### src/rtl/ps2_kbd_port_if.sv
// CPU/PS2-side signal bundle for the memory-mapped keyboard port.
// The master drives the PS/2 byte strobe and CPU bus; the slave is the port itself.
interface ps2_kbd_port_if;
    logic [7:0]  PS2_DATA;
    logic        PS2_HIT;
    logic [15:0] ADDR;
    logic [7:0]  DATA_WR;
    logic        WREN;
    logic [7:0]  DATA_RD;
    logic        SEL;
    logic        IRQ;

    modport master (
        output PS2_DATA, PS2_HIT, ADDR, DATA_WR, WREN,
        input  DATA_RD, SEL, IRQ
    );

    modport slave (
        input  PS2_DATA, PS2_HIT, ADDR, DATA_WR, WREN,
        output DATA_RD, SEL, IRQ
    );
endinterface

### src/rtl/ps2_kbd_port.sv
// Keyboard port: decodes PS/2 scancode prefixes into key events, queues them in a
// FIFO, tracks modifier keys, and exposes everything as four CPU-polled registers.
module ps2_kbd_port #(
    parameter logic [15:0] BASE       = 16'hFFA0,
    parameter int          DEPTH_LOG2 = 4
) (
    input logic          CLOCK,
    input logic          RESET,
    ps2_kbd_port_if.slave bus
);
    localparam int DEPTH = 1 << DEPTH_LOG2;
    localparam logic [DEPTH_LOG2:0] FULL_COUNT = {1'b1, {DEPTH_LOG2{1'b0}}};
    localparam logic [DEPTH_LOG2:0] ONE_COUNT  = {{DEPTH_LOG2{1'b0}}, 1'b1};

    typedef enum logic [2:0] {IDLE, EXT, BRK, EXTBRK, SKIP} dec_state_t;

    dec_state_t state_q, state_d;
    logic [2:0] skip_q, skip_d;
    logic       emit, emit_brk, emit_ext;
    logic [9:0] entry;

    logic [9:0]            mem [DEPTH];
    logic [DEPTH_LOG2-1:0] wr_ptr, rd_ptr;
    logic [DEPTH_LOG2:0]   count_q, count_d;
    logic                  ovf_q, ovf_d;
    logic [4:0]            mods_q, mods_d;
    logic                  irq_q;

    logic [15:0] offset;
    logic        sel, empty, full;
    logic        pop_req, flush, clr_ovf, do_pop, do_push;
    logic [9:0]  head;
    logic [7:0]  data_rd;

    // Prefix decoder: E0 marks extended, F0 marks break, E1 starts the 8-byte Pause run.
    always_comb begin
        state_d  = state_q;
        skip_d   = skip_q;
        emit     = 1'b0;
        emit_brk = 1'b0;
        emit_ext = 1'b0;
        if (bus.PS2_HIT) begin
            case (state_q)
                IDLE: begin
                    if (bus.PS2_DATA == 8'hE0)      state_d = EXT;
                    else if (bus.PS2_DATA == 8'hF0) state_d = BRK;
                    else if (bus.PS2_DATA == 8'hE1) begin
                        state_d = SKIP;
                        skip_d  = 3'd7;
                    end else                        emit = 1'b1;
                end
                EXT: begin
                    if (bus.PS2_DATA == 8'hF0) state_d = EXTBRK;
                    else if (bus.PS2_DATA != 8'hE0 && bus.PS2_DATA != 8'hE1) begin
                        emit     = 1'b1;
                        emit_ext = 1'b1;
                        state_d  = IDLE;
                    end
                end
                BRK: begin
                    emit     = 1'b1;
                    emit_brk = 1'b1;
                    state_d  = IDLE;
                end
                EXTBRK: begin
                    emit     = 1'b1;
                    emit_brk = 1'b1;
                    emit_ext = 1'b1;
                    state_d  = IDLE;
                end
                SKIP: begin
                    skip_d = skip_q - 3'd1;
                    if (skip_q <= 3'd1) state_d = IDLE;
                end
                default: state_d = IDLE;
            endcase
        end
    end

    assign entry = {emit_ext, emit_brk, bus.PS2_DATA};

    assign offset  = bus.ADDR - BASE;
    assign sel     = offset < 16'd4;
    assign empty   = count_q == '0;
    assign full    = count_q == FULL_COUNT;
    assign pop_req = bus.WREN && sel && offset[1:0] == 2'd0;
    assign clr_ovf = bus.WREN && sel && offset[1:0] == 2'd1 && bus.DATA_WR[6];
    assign flush   = bus.WREN && sel && offset[1:0] == 2'd2;
    // Flush beats everything; a full FIFO only accepts a push when a pop frees the slot.
    assign do_pop  = pop_req && !empty && !flush;
    assign do_push = emit && !flush && (!full || do_pop);

    always_comb begin
        count_d = count_q;
        if (flush)                 count_d = '0;
        else if (do_push && !do_pop) count_d = count_q + ONE_COUNT;
        else if (do_pop && !do_push) count_d = count_q - ONE_COUNT;

        ovf_d = ovf_q;
        if (flush || clr_ovf) ovf_d = 1'b0;
        if (emit && full && !do_pop && !flush) ovf_d = 1'b1;

        mods_d = mods_q;
        if (emit) begin
            case (bus.PS2_DATA)
                8'h12:   if (!emit_ext) mods_d[0] = !emit_brk;
                8'h59:   mods_d[1] = !emit_brk;
                8'h14:   mods_d[2] = !emit_brk;
                8'h11:   mods_d[3] = !emit_brk;
                8'h58:   if (!emit_brk) mods_d[4] = !mods_q[4];
                default: ;
            endcase
        end
    end

    always_ff @(posedge CLOCK) begin
        if (RESET) begin
            state_q <= IDLE;
            skip_q  <= 3'd0;
            wr_ptr  <= '0;
            rd_ptr  <= '0;
            count_q <= '0;
            ovf_q   <= 1'b0;
            mods_q  <= 5'd0;
            irq_q   <= 1'b0;
        end else begin
            state_q <= state_d;
            skip_q  <= skip_d;
            count_q <= count_d;
            ovf_q   <= ovf_d;
            mods_q  <= mods_d;
            irq_q   <= count_d != '0;
            if (flush) begin
                wr_ptr <= '0;
                rd_ptr <= '0;
            end else begin
                if (do_push) wr_ptr <= wr_ptr + 1'b1;
                if (do_pop)  rd_ptr <= rd_ptr + 1'b1;
            end
        end
    end

    always_ff @(posedge CLOCK) begin
        if (do_push) mem[wr_ptr] <= entry;
    end

    assign head = mem[rd_ptr];

    always_comb begin
        data_rd = 8'h00;
        if (sel) begin
            case (offset[1:0])
                2'd0:    data_rd = empty ? 8'h00 : head[7:0];
                2'd1:    data_rd = {!empty, ovf_q, 4'b0000,
                                    !empty && head[9], !empty && head[8]};
                2'd2:    data_rd = {{(7 - DEPTH_LOG2){1'b0}}, count_q};
                default: data_rd = {3'b000, mods_q};
            endcase
        end
    end

    assign bus.DATA_RD = data_rd;
    assign bus.SEL     = sel;
    assign bus.IRQ     = irq_q;
endmodule
### src/flat_wrapper.sv
// flat-port wrapper written by rule: the top's interface ports become plain ports
module ps2_kbd_port_flat 
#(
    parameter logic [15:0] BASE       = 16'hFFA0,
    parameter int          DEPTH_LOG2 = 4
)
  (CLOCK, RESET, bus_PS2_DATA, bus_PS2_HIT, bus_ADDR, bus_DATA_WR, bus_WREN, bus_DATA_RD, bus_SEL, bus_IRQ);
  ps2_kbd_port_if bus_i ();
  input logic CLOCK;
  input logic RESET;
  input wire logic [$bits(bus_i.PS2_DATA)-1:0] bus_PS2_DATA;
  input wire logic [$bits(bus_i.PS2_HIT)-1:0] bus_PS2_HIT;
  input wire logic [$bits(bus_i.ADDR)-1:0] bus_ADDR;
  input wire logic [$bits(bus_i.DATA_WR)-1:0] bus_DATA_WR;
  input wire logic [$bits(bus_i.WREN)-1:0] bus_WREN;
  output wire logic [$bits(bus_i.DATA_RD)-1:0] bus_DATA_RD;
  output wire logic [$bits(bus_i.SEL)-1:0] bus_SEL;
  output wire logic [$bits(bus_i.IRQ)-1:0] bus_IRQ;
  assign bus_i.PS2_DATA = bus_PS2_DATA;
  assign bus_i.PS2_HIT = bus_PS2_HIT;
  assign bus_i.ADDR = bus_ADDR;
  assign bus_i.DATA_WR = bus_DATA_WR;
  assign bus_i.WREN = bus_WREN;
  assign bus_DATA_RD = bus_i.DATA_RD;
  assign bus_SEL = bus_i.SEL;
  assign bus_IRQ = bus_i.IRQ;
  ps2_kbd_port #(.BASE(BASE), .DEPTH_LOG2(DEPTH_LOG2)) u_core (.CLOCK(CLOCK), .RESET(RESET), .bus(bus_i));
endmodule
### config.mk
export PLATFORM = sky130hd
export DESIGN_NAME = ps2_kbd_port_flat
export DESIGN_NICKNAME = d
export VERILOG_FILES = /design/src/rtl/ps2_kbd_port_if.sv /design/src/rtl/ps2_kbd_port.sv /design/src/flat_wrapper.sv
export SDC_FILE = /design/constraint.sdc
export NUM_CORES = 1
export LEC_CHECK = 0
export ABC_CLOCK_PERIOD_IN_PS = 9800
export BUFFER_PORTS_ARGS = -buffer_cell sky130_fd_sc_hd__buf_2
export CAP_MARGIN = 20
export CORE_UTILIZATION = 65
export DETAILED_ROUTE_END_ITERATION = 10
export PLACE_DENSITY = 0.87
export SLEW_MARGIN = 15
export SYNTH_ARGS = -nofsm -noshare
export SYNTH_HDL_FRONTEND = slang
export SYNTH_SLANG_ARGS = --single-unit
### constraint.sdc
create_clock -name CLOCK -period 9.8 [get_ports CLOCK]
set_clock_uncertainty 0.2 [all_clocks]
set_input_delay 2.94 -clock CLOCK [delete_from_list [all_inputs] [get_ports CLOCK]]
set_output_delay 2.94 -clock CLOCK [all_outputs]
set_load 0.02 [all_outputs]
# Word-level counts from Yosys, hierarchy flattened

Memory sizes are Yosys's and may differ from the RTL's. A register that Yosys moved wholly into a read port is not among the register bits.
Index checks and enable logic that the tools add are counted.

Add/sub/neg operators: 6
Magnitude comparators: 2
Equality and inequality tests: 23
Muxes and demuxes: 34
Bitwise gates (word level): 2
Reduce and logical (&&, ||, !) cells: 41

Operators by type and width:

| kind                     | count |
|---|---|
| $mux W3                  | 9 |
| $eq A8 B5 Y1 const B     | 3 |
| $eq A8 B8 Y1 const B     | 3 |
| $pmux W8 S3              | 1 |
| $logic_and A1 B1 Y1      | 17 |
| $eq A8 B7 Y1 const B     | 2 |
| $lt A16 B3 Y1 const B    | 1 |
| $mux W8                  | 2 |
| $ne A8 B8 Y1 const B     | 2 |
| $sub A16 B16 Y16 const B | 1 |
| $mux W5                  | 3 |
| $mux W1                  | 13 |
| $pmux W3 S3              | 1 |
| $add A4 B1 Y4 const B    | 2 |
| $mux W4                  | 2 |
| $logic_not A1 Y1         | 7 |
| $eq A3 B2 Y1 const B     | 2 |
| $pmux W3 S2              | 1 |
| $reduce_and A2 Y1        | 3 |
| $reduce_and A3 Y1        | 2 |
| $add A5 B1 Y5 const B    | 1 |
| $eq A5 B5 Y1 const B     | 1 |
| $logic_not A5 Y1         | 1 |
| $reduce_and A5 Y1        | 1 |
| 21 further kinds         | 27 |

Register bits after elaboration: 26
RAM bits: 160
Output and inout port bits: 10
Word-level logic and storage cells: 121
Memories: 1

Memory list:

| memory     | words | width | rd ports | clocked after Yosys merged registers in | wr ports | RTL line           | RTL |
|---|---|---|---|---|---|---|---|
| u_core.mem | 16    | 10    | 1        | 1                                       | 1        | ps2_kbd_port.sv:22 | `logic [9:0] mem [DEPTH];` |

# Longest topological paths before layout

Depth in word-level cells: 14
Depth in mapped cells: 10
Mapped depth without buffers: 9

# Worst setup path before layout

OpenSTA, ideal clock, no wires.

Path type: input -> output
Start point: input bus_ADDR[5]
End point: output bus_DATA_RD[5]
Data arrival time: 4674 ps
Required time: 6660 ps
Slack: 1986 ps
Stages: 8
Buffers on the path: 1
Cells stage by stage: inv_1 ha_1 nor3b_1 a31oi_1 a211o_1 clkbuf_1 nor2_1 nor4bb_1

Cells in the longest elaborated chain, start to end: 3

Ends and longest elaborated chain:

| item             | RTL line            | RTL |
|---|---|---|
| from (decl)      | flat_wrapper.sv:13  | `input wire logic [$bits(bus_i.ADDR)-1:0] bus_ADDR;` |
| $sub A16 B16 Y16 | ps2_kbd_port.sv:82  | `assign offset = bus.ADDR - BASE;` |
| $lt A16 B3 Y1    | ps2_kbd_port.sv:83  | `assign sel = offset < 16'd4;` |
| $mux W8          | ps2_kbd_port.sv:151 | `if (sel) begin` |
| to (decl)        | flat_wrapper.sv:16  | `output wire logic [$bits(bus_i.DATA_RD)-1:0] bus_DATA_RD;` |

Every way passes these cells.

# Worst setup path after layout

Start point: input bus_ADDR[5]
End point: output bus_DATA_RD[1]

Same word-level chain as after synthesis.

==> run_results.csv <==
group,metric,value,unit
detailed_routing,detail_route.wl_per_cell,24.43,µm
timing,final.setup.tns,0,ps
clock_network,cts_made_buffers,17,
synth,seq_area_frac_synth,0.6706,
layout,drive_gt1_frac,0.2554,
timing,setup_viol,0,
clock_network,cts.sinks,190,
layout,layout_commonest_cell,"edfxtp_1",
clock_network,insertion_delay,420,ps
global_route,overflow,0,
clock_network,ctsLongestPathBuffers,2,
synth,synth_nets,544,
clock_network,cts_max_level,4,
pwr,finalPower,1.617,mW
detailed_routing,drt_iter0_markers,524,
clock_network,cts_resized,0,
worst_setup_path,startpoint_type,"input port",
timing,period_share,0.7982,
timing,max_freq,0.1278,GHz
timing,slew_headroom,0.2403,
floorplan,rows,40,
layout,final_net_count,585,
synth,synth_edf_count,160,
timing,grt_setup_unrepaired,"no",
floorplan,dieWidth,113.4,µm
floorplan,dieArea,0.01285,mm²
clock_network,cts_hold_repair.buffers,0,
global_route,grt_pass1_wl,26590,µm
timing,worst_pin_slew,1135,ps
worst_setup_path,critPathMaxFanout,9,
run,max_cap_violations,0,
worst_setup_path,end_kind,"primary output",
worst_setup_path,worst_ep_arrival_time,4680,ps
worst_hold_path,min_path_type,"reg2reg",
pwr,ir_drop,180.6,µV
pwr,cellLeakagePower,2.940,nW
floorplan,ios,46,
synth,yosys.cell_types.count,57,
place,place.gp.congestion,0.9239,
detailed_routing,vias,4652,
worst_setup_path,worstSetupPathType,"in2out",
global_route,antenna_found_initial,2,
global_route,grt_max_degree,41,
detailed_routing,drc,0,
synth,ys_ff_latch,190,
layout,area_delta_synth_final,11.39,%
detailed_routing,routed_via_density,6.461,
worst_setup_path,cp_data_required_time,6660,ps
timing,min_period,7822,ps
pwr,power_density,180.1,mW/mm²
global_route,grtUsageTotal,0.2969,
floorplan,die_height,113.4,µm
synth,synth-main-ff-cell,"edfxtp_1",
place,io_buffer_count,38,
clock_network,path_clk_slew,60,ps
synth,async_reset_ff_frac,0,
timing,hold_violations,0,
detailed_routing,finalWirelength,17590,µm
floorplan,core_area,0.01206,mm²
clock_network,cts-root-buf,"clkbuf_16",
worst_setup_path,r2r_slack,5740,ps
synth,yosysWarnings,0,
synth,syn_avg_cell_area,16.19,µm²
clock_network,cts_tree,"yes",
layout,n_antenna_cell,0,
detailed_routing,postRouteAntennaNets,0,
timing,finalMaxSlewViolations,0,
run_status,status,"finished, final reports clean",
global_route,grt_pass1_vias,4628,
floorplan,initial_core_util,0.6683,
detailed_routing,dr.pass1.iters,7,
clock_network,post_cts_buffers,0,
place,hpwl,10970,µm
synth,syn_inst,498,
layout,final_cell_mix,"edfxtp_1 (160), nor2_1 (60), mux4_2 (50)",
synth,synth_area,0.008060,mm²
-- critical path, cell delays in order --
cell	delay (ps)
buf_2	110
inv_1	70
ha_1	170
nor3b_1	210
a31oi_1	140
a211o_1	440
nor4_1	370
buf_2	230
-- cells in the mapped netlist (5+ instances only) --
| cell type | number | area, µm² |
|---|---|---|
| ha_1 | 10 | 125.1 |
| nand4_1 | 7 | 43.79 |
| nand2_1 | 23 | 86.33 |
| a211oi_1 | 7 | 52.55 |
| buf_2 | 9 | 45.04 |
| nor2_1 | 60 | 225.2 |
| a21oi_1 | 12 | 60.06 |
| clkbuf_1 | 12 | 45.04 |
| dfxtp_1 | 30 | 600.6 |
| inv_1 | 14 | 52.55 |
| xor2_1 | 8 | 70.07 |
| nor3_1 | 11 | 55.05 |
| nand3_1 | 7 | 35.03 |
| edfxtp_1 | 160 | 4805 |
| mux4_2 | 50 | 1126 |
| nor4_1 | 5 | 31.28 |
-- stage by stage --
stage                     utilization  hold slack (ps)  std cells  worst slack [ps]  instance area (µm²)
after global routing           0.7444            339.1        720              1800                 8979
after CTS                      0.7432            318.4        718              1996                 8964
final                          0.7444            312.4        720              1978                 8979
after global placement         0.6972            276.4        686              2101                 8409
after floorplan                     -            254.1        498              1986                 8060
after detailed placement       0.6972            304.4        686              2008                 8409
-- routing by layer --
| metal | part of all wire | track usage | routed length [µm] | up-vias |
|---|---|---|---|---|
| met1 | 0.38 | 0.3709 | 6637 | 2286 |
| met5 | 0.00057 | 0 | 10 | - |
| met4 | 0.031 | 0.1289 | 547 | 2 |
| met3 | 0.079 | 0.07392 | 1398 | 43 |
| met2 | 0.51 | 0.4986 | 8998 | 280 |
| li1 | - | - | - | 2041 |
-- flip-flops by register name (all words and copies together), names as in the netlist, named ones only --
name / cells
u_core.wr_ptr: 4
u_core.rd_ptr: 4
u_core.mem: 160
u_core.skip_q: 3
u_core.mods_q: 5
u_core.bus.IRQ: 1
u_core.count_q: 5
u_core.state_q: 3
u_core.ovf_q: 1
-- layout make-up --
class                           count  area, µm²
Fill cell                         698       3083
Clock inverter                     12      107.6
Inverter                           14      52.55
Timing Repair Buffer               47      257.7
Sequential cell                   190       5406
Tap cell                          168      210.2
Multi-Input combinational cell    269       2497
Clock buffer                       20      446.7
-- kinds of logic after synthesis --
group / Yosys count / synth area share
mux: 55 / 0.1462
flops: 190 / 0.6706
simple gates: 143 / 0.08739
compound gates: 50 / 0.04875
fa+ha+maj: 10 / 0.01552
buf+inv: 39 / 0.01956
xor+xnor: 11 / 0.01195
-- path summary, 6_finish.rpt --
kind | start | to | depth (start not counted)
hold reg to reg | u_core.ovf_q | u_core.ovf_q | 2
setup / recovery | bus_ADDR[5] | bus_DATA_RD[1] | 8
hold / removal | u_core.ovf_q | u_core.ovf_q | 2
setup reg to reg | u_core.count_q[0] | u_core.mem[5][4] | 8
-- power breakdown --
| group | leakage, nW | switching [mW] | internal [mW] |
|---|---|---|---|
| Sequential | 1.70 | 0.00580 | 0.884 |
| Combinational | 0.968 | 0.0456 | 0.0265 |
| Clock | 0.275 | 0.296 | 0.359 |
No activity file was read; power rests on OpenSTA's default activity.
